## config.mk

```make
export PLATFORM = sky130hd
export DESIGN_NAME = turn_scheduler
export DESIGN_NICKNAME = d
export VERILOG_FILES = /design/src/rtl/turn_scheduler.sv
export SDC_FILE = /design/constraint.sdc
export NUM_CORES = 1
export LEC_CHECK = 0
export ABC_CLOCK_PERIOD_IN_PS = 2490
export BUFFER_PORTS_ARGS = -buffer_cell sky130_fd_sc_hd__clkbuf_2
export CAP_MARGIN = 20
export CORE_MARGIN = 3
export CORE_UTILIZATION = 35
export DETAILED_ROUTE_END_ITERATION = 8
export SLEW_MARGIN = 20
export SYNTH_ARGS = -nofsm -noshare
export SYNTH_HDL_FRONTEND = slang
export SYNTH_SLANG_ARGS = --single-unit
```

## constraint.sdc

```tcl
create_clock -name clk -period 2.49 [get_ports clk]
set_input_delay 0.1245 -clock clk [delete_from_list [all_inputs] [get_ports clk]]
set_output_delay 0.1245 -clock clk [all_outputs]
set_load 0.01 [all_outputs]
```

## src/rtl/turn_scheduler.sv

```systemverilog
// -----------------------------------------------------------------------------
// turn_scheduler
// Turn sequencing for a two-player artillery game (dog vs. cat). The active
// player holds the fire key to charge throw power, releases it to launch, and
// the result of the flight decides hit points and whose turn comes next.
//
// Optional feature macro: TURN_TIMEOUT_EN
//   When defined, an idle player forfeits the turn after TIMEOUT_FRAMES
//   frame ticks without pressing the fire key. When undefined, no counter
//   exists and IDLE waits indefinitely.
//
// Ports
//   clk          in   system clock, rising edge only
//   rst          in   synchronous active-high reset
//   frame_tick   in   one-clk pulse per video frame
//   space        in   fire key level (1 = held)
//   throw_done   in   one-clk pulse, projectile flight finished
//   hit          in   qualifies throw_done (1 = opponent struck)
//   dog_turn     out  dog is the active player
//   cat_turn     out  cat is the active player (always ~dog_turn)
//   power        out  current / latched throw power
//   throw_start  out  one-clk launch pulse
//   hp_dog       out  dog hit points
//   hp_cat       out  cat hit points
//   game_over    out  match finished
//   winner       out  0 = dog won, 1 = cat won (valid with game_over)
//
// state   | meaning
// --------+---------------------------------------------------------------
// IDLE    | waiting for the active player to press the fire key
// AIM     | key held, power charging on each frame tick
// FLIGHT  | projectile in the air, waiting for throw_done
// RESOLVE | one cycle: apply the latched hit, pick next turn or finish
// OVER    | match finished, everything frozen until reset
// -----------------------------------------------------------------------------
module turn_scheduler #(
    parameter int HP_INIT        = 5,
    parameter int POWER_MAX      = 200,
    parameter int POWER_STEP     = 2,
    parameter int TIMEOUT_FRAMES = 600
) (
    input  logic       clk,
    input  logic       rst,
    input  logic       frame_tick,
    input  logic       space,
    input  logic       throw_done,
    input  logic       hit,
    output logic       dog_turn,
    output logic       cat_turn,
    output logic [7:0] power,
    output logic       throw_start,
    output logic [2:0] hp_dog,
    output logic [2:0] hp_cat,
    output logic       game_over,
    output logic       winner
);

    typedef enum logic [2:0] {
        IDLE,
        AIM,
        FLIGHT,
        RESOLVE,
        OVER
    } state_t;

    state_t     state;
    logic       space_q;
    logic       edge_arm;
    logic       hit_q;
    logic       space_rise;
    logic       space_fall;
    logic [8:0] power_sum;
    logic [7:0] power_inc;
    logic [2:0] opp_hp;
    logic [2:0] opp_hp_dec;

`ifdef TURN_TIMEOUT_EN
    localparam int CNT_W = $clog2(TIMEOUT_FRAMES + 1);
    logic [CNT_W-1:0] idle_cnt;
`endif

    // space_q resets to 0, so a key still held when reset drops would look
    // like a fresh press; edge_arm masks rising edges for that first cycle.
    assign space_rise = space & ~space_q & edge_arm;
    assign space_fall = ~space & space_q;

    // One extra bit so the saturation compare sees any overflow.
    assign power_sum  = {1'b0, power} + 9'(POWER_STEP);
    assign power_inc  = (power_sum >= 9'(POWER_MAX)) ? 8'(POWER_MAX) : power_sum[7:0];

    assign opp_hp     = dog_turn ? hp_cat : hp_dog;
    assign opp_hp_dec = (opp_hp == 3'd0) ? 3'd0 : opp_hp - 3'd1;

    always_ff @(posedge clk) begin
        if (rst) begin
            state       <= IDLE;
            space_q     <= 1'b0;
            edge_arm    <= 1'b0;
            hit_q       <= 1'b0;
            dog_turn    <= 1'b1;
            cat_turn    <= 1'b0;
            power       <= 8'd0;
            throw_start <= 1'b0;
            hp_dog      <= 3'(HP_INIT);
            hp_cat      <= 3'(HP_INIT);
            game_over   <= 1'b0;
            winner      <= 1'b0;
`ifdef TURN_TIMEOUT_EN
            idle_cnt    <= '0;
`endif
        end else begin
            space_q     <= space;
            edge_arm    <= 1'b1;
            throw_start <= 1'b0;

            case (state)
                IDLE: begin
                    if (space_rise) begin
                        power <= 8'd0;
                        state <= AIM;
`ifdef TURN_TIMEOUT_EN
                        idle_cnt <= '0;
`endif
                    end
`ifdef TURN_TIMEOUT_EN
                    else if (frame_tick) begin
                        if (idle_cnt == CNT_W'(TIMEOUT_FRAMES - 1)) begin
                            dog_turn <= ~dog_turn;
                            cat_turn <= dog_turn;
                            idle_cnt <= '0;
                        end else begin
                            idle_cnt <= idle_cnt + 1'b1;
                        end
                    end
`endif
                end

                AIM: begin
                    // Release wins over a coincident frame tick: power freezes.
                    if (space_fall) begin
                        throw_start <= 1'b1;
                        state       <= FLIGHT;
                    end else if (frame_tick && space) begin
                        power <= power_inc;
                    end
                end

                FLIGHT: begin
                    if (throw_done) begin
                        hit_q <= hit;
                        state <= RESOLVE;
                    end
                end

                RESOLVE: begin
                    if (hit_q) begin
                        if (dog_turn) hp_cat <= opp_hp_dec;
                        else          hp_dog <= opp_hp_dec;
                    end
                    if (hit_q && opp_hp_dec == 3'd0) begin
                        game_over <= 1'b1;
                        winner    <= ~dog_turn;
                        state     <= OVER;
                    end else begin
                        dog_turn <= ~dog_turn;
                        cat_turn <= dog_turn;
                        power    <= 8'd0;
                        state    <= IDLE;
`ifdef TURN_TIMEOUT_EN
                        idle_cnt <= '0;
`endif
                    end
                end

                OVER: begin
                    state <= OVER;
                end

                default: begin
                    state <= IDLE;
                end
            endcase
        end
    end

endmodule

```

==> results of run 1 <==
==> state kept, by name (all words and copies together) (netlist names) <==
signal	cells
cat_turn	1
dog_turn	1
edge_arm	1
game_over	1
hit_q	1
hp_cat	3
hp_dog	3
power	7
space_q	1
state	3
throw_start	1
winner	1
==> logic make-up (layout without fill, tap and decap cells) <==
group | Yosys count | count (layout) | synth area share [%]
simple gates | 78 | 78 | 30.4
compound gates | 38 | 38 | 18.8
flops | 24 | 24 | 38.1
buf+inv | 14 | 34 | 4.76
mux | 5 | 5 | 3.96
fa+ha+maj | 3 | 3 | 2.97
other cells | 1 | 1 | 0.297
xor+xnor | 1 | 1 | 0.694
==> worst max-delay path, delay by kind of cell (launching register included) <==
| kind | cells | cell delay, ns |
|---|---|---|
| AOI/OAI and AO/OA | 4 | 0.78 |
| DFF | 1 | 0.51 |
| muxes | 1 | 0.27 |
| adders and majority gates | 1 | 0.21 |
| and+or+nand+nor | 1 | 0.17 |
| buffers and inverters | 1 | 0.07 |
==> report_power, final <==
part           internal (mW)  switching (mW)  leakage (nW)
registers              0.388         0.00499         0.194
logic                 0.0127          0.0215         0.371
clock network          0.163           0.124        0.0279
==> layout make-up <==
class | count | area [µm²] | share of cell area (%)
tap | 46 | 57.6 | 3.94
sequential | 24 | 480 | 32.9
inverter | 6 | 22.5 | 1.54
clock buffer | 3 | 22.5 | 1.54
clock inverter | 1 | 30.0 | 2.05
timing repair buffer | 24 | 123 | 8.39
multi-input combinational | 126 | 726 | 49.7
==> metrics by stage <==
stage	hold slack [ns]	total power, mW	setup WS (ns)	instances	cell area (µm²)
after floorplan	0.253	0.424	0.258	164	1260
after global placement	0.379	0.435	0.376	226	1410
after detailed placement	0.365	0.435	0.309	226	1410
after CTS	0.0129	0.722	0.261	230	1460
after global routing	0.0279	0.747	0.157	230	1460
final	0.0217	0.714	0.407	230	1460
==> metal layers <==
metal	part of all wire (%)	up-vias	wire length [µm]	GRT usage, %
met1	48	553	1330	18.5
met4	1.0	0	28	4.31
met5	0	-	0	0
li1	-	616	-	-
met2	45	30	1250	22.8
met3	6.6	4	185	4.42
==> final timing paths <==
check | to | slack [ns] | cells past startpoint
setup / recovery | power[3]$_SDFFE_PP0P_ | 0.41 | 8
hold / removal | hit_q$_SDFFE_PP0P_ | 0.02 | 3
setup reg to reg | power[3]$_SDFFE_PP0P_ | 0.41 | 8
hold reg to reg | game_over$_SDFFE_PP0P_ | 0.46 | 2
==> placed cells by master (no fill, tap or decap), types with 2 or more instances in the layout <==
master,count
a211o_1,2
a21oi_1,15
a31oi_1,3
and2_1,2
clkbuf_2,23
clkbuf_4,3
dfxtp_1,24
ha_1,3
inv_1,6
mux2i_1,5
nand2_1,18
nand2b_1,2
nand3_1,10
nand3b_1,3
nor2_1,20
nor2b_1,5
nor3_1,10
nor4_1,2
nor4b_1,2
o21ai_0,10
==> reports/qor.yml, run 1 <==
outcome:
  status: "complete, no violations"
power_and_ir_drop:
  p_leak_nw: 0.594
  peakVddDrop_mv: 0.372
  power_density_mw_per_mm2: 488
placed_design:
  port-buffer-count: 23
  dp_hpwl_um: 2100
  gp_congestion: 0.869
run:
  drv_cap: 0
critical_path:
  critPathRequiredTime_ns: 2.74
  startpoint_type: "flip-flop"
  path_cells: "mux2i_1, inv_1, ha_1, a21oi_1, nand3b_1, o21ai_2, o21ai_0, a21oi_1"
  max_stage_delay_ns: 0.51
  crit_path_frequent_cell: "a21oi_1"
  crit_slowest_cell: "dfxtp_1"
  cp_max_fo: 8
  critPathKind: "reg2reg"
  cp.arrival_ns: 2.34
  crit_start: "dog_turn$_SDFFE_PP1P_"
  r2r_start: "dog_turn$_SDFFE_PP1P_"
  endpoint_kind: "flip-flop"
routing:
  ant_nets: 0
  wl_per_cell_um: 12.1
  vias_per_cell: 5.23
  route.vias.total: 1203
  post-route-drc-count: 0
  finalWirelength_um: 2790
  drtIter0Drc: 60
  first_pass_iters: 4
timing:
  slew_violations: 0
  final_hold_viol_count: 0
  finalCritPeriodShare_pct: 83.7
  fin_tns_setup_ns: 0
  worst_pin_slew_ns: 0.569
  skew_ns: 0.00886
  setup_viol: 0
  fmax_mhz: 480
  rsz0062_at_grt: "no"
  max_slew_margin_pct: 61.8
  fin_crit_ns: 2.08
global_routing:
  grt_pass1_vias: 1098
  grt_overflow_total: 0
  antenna_found_initial: 0
  grt_first_pass_wirelength_um: 4920
  track_usage_pct: 14.3
  grt_max_degree: 20
synthesis:
  synth_common_cells: "24 x dfxtp_1, 20 x nor2_1, 18 x nand2_1"
  avgSynthCellArea_um2: 7.70
  syn_inst: 164
  ys.warnings.count: 0
  synth.most_common_cell: "dfxtp_1"
  synth_seq_cells: 24
  synth_area_leaders: "dfxtp_1 38%, a21oi_1 5.9%, nor2_1 5.9%"
  async_flop_share_pct: 0
  syn-num-nets: 173
  netlist_area_mm2: 0.00126
  synth_flop_cell: "dfxtp_1"
  synth_cell_types: 35
  synth_top_area_cell: "dfxtp_1"
  synth-edff-count: 0
  seq_area_frac_synth_pct: 38.1
  yosys.area.top_type_share_pct: 38.1
floorplan:
  die_h_um: 66.1
  num_rows: 21
  die_w_um: 66.1
  core_mm2: 0.00342
  io_pins: 25
  initial_core_util_pct: 37.0
  die_area_mm2: 0.00436
clock_tree:
  cts.sinks: 24
  cts_buffer_depth: 2
  cts-resized-gates: 0
  clk_pin_slew_worst_paths_ns: 0.14
  cts_made_buffers: 3
  clkLatencyLatePin_ns: 0.32
  cts_tree: "done"
  hold_buffers: 0
  htree_levels: 1
  cts_setup_buffers: 0
  root_buffer: "clkbuf_4"
finish:
  area_delta_synth_final_pct: 15.8
  final_util_pct: 42.8
  layout-drive-gt1-share_pct: 16.8
  layout.nets: 194
  fill_cells: 367
  diodes: 0
worst_hold_path:
  min_from: "hit"
  holdCritPathClass: "in2reg"
Note: power is estimated with default switching activity, not from simulation.
==> run 2, diff against run 1 <==
--- a/config.mk
+++ b/config.mk
@@ -5,7 +5,8 @@
 export SDC_FILE = /design/constraint.sdc
 export NUM_CORES = 1
 export LEC_CHECK = 0
-export ABC_CLOCK_PERIOD_IN_PS = 2490
+export ABC_AREA = 1
+export ABC_CLOCK_PERIOD_IN_PS = 2100
 export BUFFER_PORTS_ARGS = -buffer_cell sky130_fd_sc_hd__clkbuf_2
 export CAP_MARGIN = 20
 export CORE_MARGIN = 3
==> constraint.sdc (replaced) <==
create_clock -name clk -period 2.1 [get_ports clk]
set_input_delay 0.105 -clock clk [delete_from_list [all_inputs] [get_ports clk]]
set_output_delay 0.105 -clock clk [all_outputs]
set_load 0.01 [all_outputs]
==> run 2 against run 1 <==
Synthesized cell count up 16%. Sequential cell count did not move. Sequential share of layout area down 1.1 points. First-iteration DRC count rose by 8.3%. Hold slack improved by 0.028 ns. Register-to-register slack worse by 0.17 ns. Final cell count up 13%. Global-route usage decreased by 1.0 points. Worst setup slack lost 0.17 ns. Non-clock buffer count is 1 lower. Power grew 20%.
==> reports/qor.yml, run 2 <==
finish:
  layout.nets: 223
  layout_commonest_cell: "nand2_1"
  layout-drive-gt1-share_pct: 24.9
  diodes: 0
  top_register: "power"
  area_delta_synth_final_pct: 15.4
  final_cell_area_mm2: 0.00152
  final_util_pct: 43.8
  largest_reg_flops: 7
  seq_area_um2: 482
  mostFrequentLayoutCells: "46 x nand2_1, 23 x inv_1, 23 x dfxtp_1, 23 x clkbuf_2, 18 x nand3_1"
  multi_input_area_um2: 689
  fill_cells: 378
synthesis:
  syn_inst: 190
  synth_top_area_cell: "dfxtp_1"
  avgSynthCellArea_um2: 6.92
  seq_area_frac_synth_pct: 36.5
  syn-num-nets: 199
  yosys.area.top_type_share_pct: 36.5
  async_flop_share_pct: 0
  netlist_area_mm2: 0.00132
  synth.most_common_cell: "nand2_1"
  synth-edff-count: 0
  synth_seq_cells: 24
  ys.warnings.count: 0
  synth_area_leaders: "dfxtp_1 37%, nand2_1 13%, nand3_1 6.9%"
  synth_common_cells: "46 x nand2_1, 24 x dfxtp_1, 23 x inv_1"
  synth_flop_cell: "dfxtp_1"
  synth_cell_types: 29
power_and_ir_drop:
  power_mw: 0.854
  p_leak_nw: 0.719
  peakVddDrop_mv: 0.425
  power_density_mw_per_mm2: 562
timing:
  final_hold_viol_count: 0
  rsz0062_at_grt: "no"
  finalCritPeriodShare_pct: 88.7
  fin_crit_ns: 1.86
  slew_violations: 0
  skew_ns: 0.00403
  setup_viol: 0
  fmax_mhz: 537
  fin_tns_setup_ns: 0
critical_path:
  rr_worst_depth: 13
  critPathKind: "reg2reg"
  startpoint_type: "flip-flop"
  timing.rr.end: "power[5]$_SDFFE_PP0P_"
  cp_max_fo: 9
  cp_top_family: "simple AND/OR/NAND/NOR gates"
  r2r_start: "dog_turn$_SDFFE_PP1P_"
  critPathRequiredTime_ns: 2.29
  path_buf_inv: 3
  cp.arrival_ns: 2.06
  path_cells: "inv_4, nand2_2, nand2_1, nor2_1, inv_1, ha_1, nor2_1, nand2_1, inv_2, nand4_4, nand2_4, nand2_1, a21oi_1"
  crit_path_frequent_cell: "nand2_1"
  max_stage_delay_ns: 0.44
  endpoint_kind: "flip-flop"
  rrSetupSlack_ns: 0.24
  crit_slowest_cell: "dfxtp_2"
floorplan:
  die_area_mm2: 0.00453
  initial_core_util_pct: 37.9
  die_h_um: 67.3
  core_mm2: 0.00347
  num_rows: 21
  io_pins: 25
  die_w_um: 67.3
placed_design:
  dp_hpwl_um: 2110
  gp_congestion: 0.865
  port-buffer-count: 23
  place_area_mm2: 0.00146
clock_tree:
  cts_buffer_depth: 2
  clk_pin_slew_worst_paths_ns: 0.09
  cts.sinks: 24
  hold_buffers: 0
  cts_tree: "done"
  htree_levels: 1
  clkLatencyLatePin_ns: 0.26
  root_buffer: "clkbuf_8"
  cts_setup_buffers: 0
  cts_made_buffers: 3
routing:
  route.vias.total: 1205
  first_pass_iters: 4
  drtIter0Drc: 65
  post-route-drc-count: 0
  ant_nets: 0
  vias_per_cell: 4.65
  finalWirelength_um: 2730
  wl_per_cell_um: 10.5
worst_hold_path:
  min_from: "space"
  hold_depth: 2
  holdCritPathClass: "in2reg"
  hold_end: "throw_start$_SDFF_PP0_"
global_routing:
  antenna_found_initial: 0
  grt_first_pass_wirelength_um: 4660
  grt_pass1_vias: 1043
  grt_max_degree: 18
  track_usage_pct: 13.3
  grt_overflow_total: 0
outcome:
  status: "complete, no violations"
run:
  drv_cap: 0
-- run 2: cell types whose count changed after synthesis, sizes merged, moves of 3 or more --
cell	change
nand3	+9
o21ai	-4
inv	+24
nor3	-9
mux2i	-5
nand2	+36
nand3b	-3
nand4	+4
a31oi	-3
nor2b	-5
-- run 2: worst max path at each step --
| stage | startpoint | endpoint | slack, ns | cells after the start |
|---|---|---|---|---|
| 2_1_floorplan | dog_turn$_SDFFE_PP1P_ | power[4]$_SDFFE_PP0P_ | 0.32 | 14 |
| 3_3_place_gp | dog_turn$_SDFFE_PP1P_ | power[5]$_SDFFE_PP0P_ | 0.20 | 13 |
| 3_5_place_dp | dog_turn$_SDFFE_PP1P_ | power[5]$_SDFFE_PP0P_ | 0.12 | 13 |
| 4_1_cts | dog_turn$_SDFFE_PP1P_ | power[5]$_SDFFE_PP0P_ | 0.1 | 13 |
| 5_1_grt | dog_turn$_SDFFE_PP1P_ | power[5]$_SDFFE_PP0P_ | 0.02 | 13 |
| 6_report | dog_turn$_SDFFE_PP1P_ | power[5]$_SDFFE_PP0P_ | 0.24 | 13 |
-- run 2: logic make-up (layout without fill, tap and decap cells) --
kind of cell	Yosys count	in the layout	synth area share (%)
DFF	24	24	36.5
buffers and inverters	35	58	11.0
adders and majority gates	3	3	2.85
other	1	1	0.285
AOI/OAI and AO/OA	27	27	12.1
and+or+nand+nor	100	100	37.2
-- run 2: worst reg2reg max path, stage by stage, from the launching register on --
cell	delay (ns)
dfxtp_2	0.44
inv_4	0.07
nand2_2	0.06
nand2_1	0.09
nor2_1	0.16
inv_1	0.06
ha_1	0.23
nor2_1	0.11
nand2_1	0.07
inv_2	0.07
nand4_4	0.12
nand2_4	0.12
nand2_1	0.05
a21oi_1	0.13
-- run 2: cell type report --
cell class              count  area share [%]
flip-flops and latches     24            31.7
clock buffers               4            3.63
well taps                  46            3.79
inverters                  31            7.83
repair buffers             23            7.58
multi-input cells         131            45.4
-- run 2: metal layers --
metal | GRT usage (%) | routed length [µm]
met5 | 0 | 0
met3 | 3.16 | 119
met1 | 19.8 | 1420
met2 | 19.3 | 1180
met4 | 3.04 | 0
-- run 2: timing repair --
| item | in CTS | in global routing |
|---|---|---|
| hold endpoints to repair | 0 | 0 |
| gates resized for setup | 0 | 1 |
| endpoints found under the setup margin | 0 | 11 |
-- run 2: through the flow --
| stage | hold slack [ns] | setup WS [ns] | std cells |
|---|---|---|---|
| 3_5_place_dp | 0.329 | 0.118 | 255 |
| 3_3_place_gp | 0.336 | 0.204 | 255 |
| 2_1_floorplan | 0.184 | 0.319 | 190 |
| 4_1_cts | 0.0459 | 0.0991 | 259 |
| 5_1_grt | 0.0402 | 0.0190 | 259 |
| 6_report | 0.0493 | 0.238 | 259 |
-- run 2: power breakdown --
part	switching, mW	internal [mW]
combinational	0.0487	0.0214
sequential	0.00603	0.461
clock	0.149	0.167
==> run 3, diff against run 2 <==
--- a/config.mk
+++ b/config.mk
@@ -5,7 +5,6 @@
 export SDC_FILE = /design/constraint.sdc
 export NUM_CORES = 1
 export LEC_CHECK = 0
-export ABC_AREA = 1
 export ABC_CLOCK_PERIOD_IN_PS = 2100
 export BUFFER_PORTS_ARGS = -buffer_cell sky130_fd_sc_hd__clkbuf_2
 export CAP_MARGIN = 20
==> run 3 against run 2 <==
Critical path depth is 6 lower. Critical path type unchanged. Worst setup slack got worse by 0.088 ns. Maximum frequency decreased by 4.5%. Routed wire length up 0.29%. Sequential cell count unchanged. First-iteration DRC count is 48% higher. Clock power is 40% lower. Global-route usage grew 0.20 points. Non-clock buffer count increased by 7. Sequential share of layout area rose by 1.0 points. Clock skew increased by 0.0033 ns. Combinational power decreased by 39%.
==> reports/qor.yml, run 3 (synthesized netlist as in run 1, its figures left out) <==
outcome:
  status: "complete, no violations"
global_routing:
  grt_overflow_total: 0
  grt_max_degree: 20
  track_usage_pct: 13.5
  grt_pass1_vias: 1113
  antenna_found_initial: 0
  grt_first_pass_wirelength_um: 4770
routing:
  post-route-drc-count: 0
  drtIter0Drc: 96
  wl_per_cell_um: 11.6
  finalWirelength_um: 2730
  route.vias.total: 1212
  ant_nets: 0
  first_pass_iters: 4
  vias_per_cell: 5.16
floorplan:
  io_pins: 25
  num_rows: 21
  die_w_um: 66.1
  die_area_mm2: 0.00436
  core_mm2: 0.00342
  die_h_um: 66.1
  initial_core_util_pct: 37.0
clock_tree:
  cts_tree: "done"
  clk_pin_slew_worst_paths_ns: 0.12
  cts.sinks: 24
  clkLatencyLatePin_ns: 0.30
  cts_buffer_depth: 2
  cts_setup_buffers: 0
  htree_levels: 1
  cts-resized-gates: 0
  hold_buffers: 0
  cts_made_buffers: 3
  root_buffer: "clkbuf_4"
critical_path:
  critPathKind: "reg2reg"
  crit_end: "power[4]$_SDFFE_PP0P_"
  cp_max_fo: 7
  endpoint_kind: "flip-flop"
  crit_start: "power[1]$_SDFFE_PP0P_"
  startpoint_type: "flip-flop"
  r2r_start: "power[1]$_SDFFE_PP0P_"
  cp.arrival_ns: 2.19
  timing.rr.end: "power[4]$_SDFFE_PP0P_"
  critPathRequiredTime_ns: 2.34
  rrSetupSlack_ns: 0.15
  rr_worst_depth: 7
timing:
  worst_pin_slew_ns: 0.563
  skew_ns: 0.00733
  fin_crit_ns: 1.95
  slew_violations: 0
  final_hold_viol_count: 0
  rsz0062_at_grt: "no"
  fmax_mhz: 513
  max_slew_margin_pct: 62.2
  setup_viol: 0
  setup_slack_ns: 0.150
  finalCritPeriodShare_pct: 92.9
  fin_tns_setup_ns: 0
finish:
  top_register: "power"
  multi_input_area_um2: 728
  finalNonFillerCells: 235
  mostFrequentLayoutCells: "23 x clkbuf_2, 21 x dfxtp_1, 19 x nor2_1"
  fill_cells: 367
  seq_area_um2: 487
  layout.nets: 200
  largest_reg_flops: 7
  layout_commonest_cell: "clkbuf_2"
  area_delta_synth_final_pct: 17.6
  diodes: 0
  layout-drive-gt1-share_pct: 21.2
  final_util_pct: 43.5
run:
  drv_cap: 0
placed_design:
  port-buffer-count: 23
  dp_hpwl_um: 2140
  place_ws_ns: 0.110
  place_inst: 232
  gp_congestion: 0.882
power_and_ir_drop:
  p_leak_nw: 0.607
  peakVddDrop_mv: 0.324
  power_mw: 0.698
  power_density_mw_per_mm2: 470
worst_hold_path:
  holdCritPathClass: "in2reg"
## run 3: worst min path at each step
| stage | cells past startpoint | startpoint | slack [ns] | endpoint |
|---|---|---|---|---|
| after floorplan | 1 | space | 0.23 | space_q$_SDFF_PP0_ |
| after CTS | 3 | hit | 0.03 | hit_q$_SDFFE_PP0P_ |
| after detailed placement | 3 | hit | 0.37 | hit_q$_SDFFE_PP0P_ |
| after global placement | 3 | hit | 0.36 | hit_q$_SDFFE_PP0P_ |
| final | 3 | hit | 0.03 | hit_q$_SDFFE_PP0P_ |
| after global routing | 3 | hit | 0.06 | hit_q$_SDFFE_PP0P_ |
## run 3: critical path: stages (launching register included)
cell and delay [ns]:
dfxtp_1 0.39, ha_1 0.23, buf_4 0.15, nor4b_1 0.14, a221o_1 0.36, a211oi_4 0.36
o21ai_0 0.14, a21oi_1 0.13
## run 3: layout make-up
| cell class | instances | share of cell area [%] |
|---|---|---|
| Clock buffer | 3 | 1.52 |
| Inverter | 6 | 1.52 |
| Multi-Input combinational cell | 126 | 49.0 |
| Sequential cell | 24 | 32.8 |
| Tap cell | 46 | 3.88 |
| Timing Repair Buffer | 30 | 11.3 |
## run 3: per-stage QoR
stage / hold slack (ns) / area (µm²)
4_1_cts: 0.0292 / 1470
6_report: 0.0340 / 1490
5_1_grt: 0.0560 / 1490
2_1_floorplan: 0.233 / 1270
3_3_place_gp: 0.358 / 1450
3_5_place_dp: 0.368 / 1450
## run 3: per-layer routing
layer	global-route usage [%]	up-vias	wire length, µm
met5	0	-	0
met3	4.42	2	134
li1	-	630	-
met2	21.9	25	1200
met1	17.8	555	1380
met4	2.03	0	15
## run 3: where the power goes
group	total, mW	switching, mW	leakage [nW]	internal, mW
clock network	0.191	0.124	0.0138	0.0669
registers	0.464	0.00588	0.193	0.458
logic	0.0425	0.0256	0.400	0.0169
